**src/rtl/hopfield_recall_engine.sv**
```systemverilog
// Hopfield associative memory with on-chip Hebbian training and sequential
// (one neuron per clock) recall, convergence detection and a sweep limit.
//
// Command handshake: a command transfers on a rising edge where
// cmd_valid && cmd_ready; cmd_ready is high exactly while the engine is idle.
// The requester holds cmd_valid, cmd_op and pattern_input stable until the
// transfer edge. Nothing is sampled from those inputs on any other edge.
module hopfield_recall_engine #(
   parameter int NEURON_COUNT = 16,
   parameter int MAX_PATTERNS = 4,
   parameter int MAX_SWEEPS   = 8,
   localparam int SCW = $clog2(MAX_SWEEPS + 1),
   localparam int PCW = $clog2(MAX_PATTERNS + 1)
) (
   input  logic                    clk,
   input  logic                    rst,
   input  logic                    cmd_valid,
   output logic                    cmd_ready,
   input  logic [1:0]              cmd_op,
   input  logic [NEURON_COUNT-1:0] pattern_input,
   output logic [NEURON_COUNT-1:0] neuron_states,
   output logic                    done,
   output logic                    converged,
   output logic [SCW-1:0]          sweep_count,
   output logic [PCW-1:0]          pattern_count,
   output logic                    store_overflow,
   output logic                    fsm_state
);

   localparam int N  = NEURON_COUNT;
   localparam int WW = PCW + 1;          // weight width, holds +/-MAX_PATTERNS
   localparam int IW = $clog2(N);        // neuron index width
   localparam int HW = WW + IW + 1;      // local field accumulator width

   localparam logic [1:0] OP_STORE  = 2'b00;
   localparam logic [1:0] OP_RECALL = 2'b01;
   localparam logic [1:0] OP_CLEAR  = 2'b10;

   typedef enum logic {
      ST_IDLE   = 1'b0,
      ST_RECALL = 1'b1
   } state_t;

   state_t state, state_nxt;

   logic signed [WW-1:0] w [N][N];
   logic [IW-1:0]        idx;
   logic                 changed;

   logic signed [HW-1:0] h;
   logic                 new_bit;
   logic                 flip;
   logic                 last_neuron;
   logic                 sweep_stable;
   logic                 sweep_limit;
   logic                 recall_end;
   logic                 xfer;

   assign cmd_ready = (state == ST_IDLE);
   assign fsm_state = state;
   assign xfer      = cmd_valid && cmd_ready;

   // Local field of the neuron under update and its thresholded new value.
   always_comb begin
      h = '0;
      for (int j = 0; j < N; j++) begin
         if (neuron_states[j]) h = h + HW'(w[idx][j]);
         else                  h = h - HW'(w[idx][j]);
      end
      if (h[HW-1])        new_bit = 1'b0;              // h < 0
      else if (h == '0)   new_bit = neuron_states[idx]; // tie keeps state
      else                new_bit = 1'b1;              // h > 0
      flip         = (new_bit != neuron_states[idx]);
      last_neuron  = (idx == IW'(N - 1));
      sweep_stable = !(changed | flip);
      sweep_limit  = (({1'b0, sweep_count} + 1'b1) == (SCW + 1)'(MAX_SWEEPS));
   end

   // State register.
   always_ff @(posedge clk or posedge rst) begin
      if (rst) state <= ST_IDLE;
      else     state <= state_nxt;
   end

   // Next-state logic: recall starts on a recall transfer and ends at the last
   // neuron of a sweep that was either stable or the final allowed sweep.
   always_comb begin
      state_nxt  = state;
      recall_end = 1'b0;
      case (state)
         ST_IDLE: begin
            if (xfer && (cmd_op == OP_RECALL)) state_nxt = ST_RECALL;
         end
         ST_RECALL: begin
            if (last_neuron && (sweep_stable || sweep_limit)) begin
               recall_end = 1'b1;
               state_nxt  = ST_IDLE;
            end
         end
         default: state_nxt = ST_IDLE;
      endcase
   end

   // Weight memory, pattern counter and overflow flag (store / clear).
   always_ff @(posedge clk or posedge rst) begin
      if (rst) begin
         for (int i = 0; i < N; i++)
            for (int j = 0; j < N; j++)
               w[i][j] <= '0;
         pattern_count  <= '0;
         store_overflow <= 1'b0;
      end else if (xfer && (cmd_op == OP_STORE)) begin
         if (pattern_count < PCW'(MAX_PATTERNS)) begin
            // Diagonal is never written, so it stays zero.
            for (int i = 0; i < N; i++)
               for (int j = 0; j < N; j++)
                  if (i != j)
                     w[i][j] <= (pattern_input[i] == pattern_input[j]) ?
                                w[i][j] + WW'(1) : w[i][j] - WW'(1);
            pattern_count <= pattern_count + 1'b1;
         end else begin
            store_overflow <= 1'b1;
         end
      end else if (xfer && (cmd_op == OP_CLEAR)) begin
         for (int i = 0; i < N; i++)
            for (int j = 0; j < N; j++)
               w[i][j] <= '0;
         pattern_count  <= '0;
         store_overflow <= 1'b0;
      end
   end

   // Recall datapath: probe load, per-cycle neuron update, sweep bookkeeping.
   always_ff @(posedge clk or posedge rst) begin
      if (rst) begin
         neuron_states <= '0;
         idx           <= '0;
         changed       <= 1'b0;
         sweep_count   <= '0;
         converged     <= 1'b0;
         done          <= 1'b0;
      end else begin
         done <= 1'b0;
         if (state == ST_IDLE) begin
            if (xfer && (cmd_op == OP_RECALL)) begin
               neuron_states <= pattern_input;
               idx           <= '0;
               changed       <= 1'b0;
               sweep_count   <= '0;
               converged     <= 1'b0;
            end
         end else begin
            neuron_states[idx] <= new_bit;
            if (last_neuron) begin
               sweep_count <= sweep_count + 1'b1;
               if (recall_end) begin
                  done      <= 1'b1;
                  converged <= sweep_stable;
               end else begin
                  idx     <= '0;
                  changed <= 1'b0;
               end
            end else begin
               idx     <= idx + 1'b1;
               changed <= changed | flip;
            end
         end
      end
   end

endmodule

```
**config.mk**
```make
export PLATFORM = sky130hd
export DESIGN_NAME = hopfield_recall_engine
export DESIGN_NICKNAME = d
export VERILOG_FILES = /design/src/rtl/hopfield_recall_engine.sv
export SDC_FILE = /design/constraint.sdc
export NUM_CORES = 2
export LEC_CHECK = 0
export CORE_MARGIN = 2
export CORE_UTILIZATION = 41
export DETAILED_ROUTE_END_ITERATION = 12
export HOLD_SLACK_MARGIN = 0.03
export MAX_ROUTING_LAYER = met4
export SLEW_MARGIN = 10
export SYNTH_ARGS = -nofsm -noshare
export SYNTH_HDL_FRONTEND = slang
export SYNTH_SLANG_ARGS = --single-unit
```
**constraint.sdc**
```tcl
create_clock -name clk -period 44.9 [get_ports clk]
set_input_delay 4.49 -clock clk [delete_from_list [all_inputs] [get_ports clk]]
set_output_delay 4.49 -clock clk [all_outputs]
set_load 0.02 [all_outputs]
```
==> results.ini <==
[sta]
setup_viol=0
rsz0062_at_grt=false
fin_crit_ns=15.45
worstMarginPinSlew_ns=1.31
max-slew-margin-rel_pct=12.6
max_freq_mhz=64.7
tns_ns=0
drv_slew=0
finalCritPeriodShare_pct=34.4
fin_skew_ns=0.0382
hold_violations=0
setup_slack_ns=29.45

[grt]
grt_pass1_wl_mm=319
grt_max_degree=208
use_met2_pct=36.9
grt.busiest_layer=met2
grtUsageMet3_pct=3.04
grt_usage_pct=24.1
grt_antenna_before_repair=7
grt_pass1_vias=51500
grt_util_met1_pct=33.1
overflow=0

[finish]
fin_nets=7699
area_delta_synth_final_pct=9.55
drive_gt1_share_pct=8.52
post-route-util_pct=45.1
instances_no_fill=9101

[clock_network]
clkSinkCount=992
cts_tree=built
clk_latency_ns=0.79
cts_buffer_depth=3
cts_made_buffers=114
htreeDepth=3
clk_pin_slew_ns=0.06
cts_hold_buffers=0
post_cts_buffers=0
ctsResizeCount=0
clock-root-buffer=clkbuf_16

[place]
place.gp.congestion=0.910
pre_cts_slack_ns=29.55
dp_hpwl_mm=138
place_inst=8889
place.port_buffers=48

[drt]
wirelength_mm=203
routedWlPerCell_um=22.3
drt-vias-per-instance=5.71
ant_nets=0
drtIter0Drc=4652
drc=0
drtPass1Iterations=8
vias=52000

[synth]
synthCells=6884
avgSynthCellArea_um2=10.2
yosysWarnings=0
synth_area_um2=70500
synth_async_sr_flop_share_pct=100
yosysMostFrequentCell=o21ai_0
yosysTopAreaCell=dfrtp_1
ys_seq_area_share_pct=35.2
synth_edf_count=0
synth_flop_cell=dfrtp_1
yosys-top-cells-count=o21ai_0, dfrtp_1, nand2_1
synth_cell_types=62
synth_fp_nets=7811
yosys-top-cells-area=dfrtp_1, ha_1, o21ai_0
synth_top_cell_area_share_pct=35.2
yosys_register_bits=992

[floorplan]
coreArea_um2=171000
io_pins=49
start_util_pct=41.2
row_count=152
die_x_um=419
die_y_um=419
dieArea_um2=175000

[critical_path]
reg2reg_slack_ns=29.45
r2r_cells=55
cp_slowest_cell=buf_4
critPathArrivalTime_ns=16.09
crit_top_cell=ha_1
cp-start-kind=flop
reg2reg_to=neuron_states[5]
path_class=flop to flop
endpoint=neuron_states[5]
critPathMaxFanout=46
cp-end-kind=flop
r2r-start=idx[1]
slowest_delay_ns=0.73
crit_start=idx[1]
critical_path_required_ns=45.54

[outcome]
outcome=completed

[min_path]
hold_class=flop to flop

[run]
maxCapViolCount=0

## routing by layer
layer,wire [µm],part of all wire [%]
met2,93100,46
met5,0,0
met4,7720,3.8
met3,10700,5.3
met1,91100,45
## logic make-up after synthesis
group | Yosys count | synth area share [%]
buf+inv | 539 | 3.00
flops | 992 | 35.2
simple gates | 1302 | 7.26
compound gates | 2064 | 17.3
fa+ha+maj | 906 | 18.8
xor+xnor | 724 | 9.12
mux | 357 | 9.26
## registers in the layout, summed over array words and instances, names as in the netlist
name,cells
sweep_count,4
neuron_states,16
fsm_state,1
idx,4
changed,1
converged,1
w,960
pattern_count,3
store_overflow,1
done,1
## per-stage QoR
step                      instance area (µm²)  hold slack (ns)
final                                   77200            0.480
after global routing                    77200            0.496
after CTS                               77200            0.478
after detailed placement                73200            0.466
after global placement                  73200            0.458
after floorplan                         70500            0.442
## layout make-up
class                           count  area [µm²]
Clock buffer                      160        3360
Sequential cell                   992       24800
Multi-Input combinational cell   5353       43600
Inverter                          157         598
Fill cell                       15800       94000
Clock inverter                     49         662
Antenna cell                        3        7.51
Timing Repair Buffer              154        1360
Tap cell                         2233        2790
## worst max-delay path, delay by kind of cell, from the launching register on
family          cells  cell delay, ns
compound gates     13            2.96
xor+xnor           11            2.05
fa+ha+maj          16            5.88
buf+inv             7            2.03
flops               1            0.51
mux                 2            1.14
simple gates        6            0.65
## how the worst min path moves through the flow
stage            from  endpoint  slack [ns]  cells after the start
2_1_floorplan  w[571]    w[571]        0.44                      1
3_3_place_gp   w[699]    w[699]        0.46                      1
3_5_place_dp   w[495]    w[495]        0.47                      1
4_1_cts        w[495]    w[495]        0.48                      1
5_1_grt         w[23]     w[23]        0.50                      1
6_report       w[771]    w[771]        0.48                      1
## placed cells by master, fill, tap and decap left out, types with 7 or more instances in the layout
master           netlist  routed
and3_1                16      16
buf_12                 0       8
a21oi_1              367     367
nor2_1               333     331
xor2_1               159     157
nor2b_1               13      10
mux2_2                22      22
inv_1                156     153
xnor2_1              559     559
dfrtp_1              992     988
a22o_1               243     243
a21o_1               266     266
mux4_2               229     229
clkbuf_16              0     115
a21boi_0               7       7
clkdlybuf4s50_1        0      45
or3_1                  8       8
nand3_1               35      35
clkbuf_1             298      14
nand2_1              858     857
nor3_1                12      12
o21ai_0             1091    1091
a221oi_1              11      11
mux2i_1              100     100
nand2b_1               9       9
ha_1                 651     651
fa_1                 255     255
o21bai_1              32      32
clkbuf_8               0      31
clkinv_2               0      23
buf_4                  5      98
bufinv_16              0      12
Power is not shown: default switching activity piles up to over one toggle a cycle in this logic, so the estimate is an artifact.
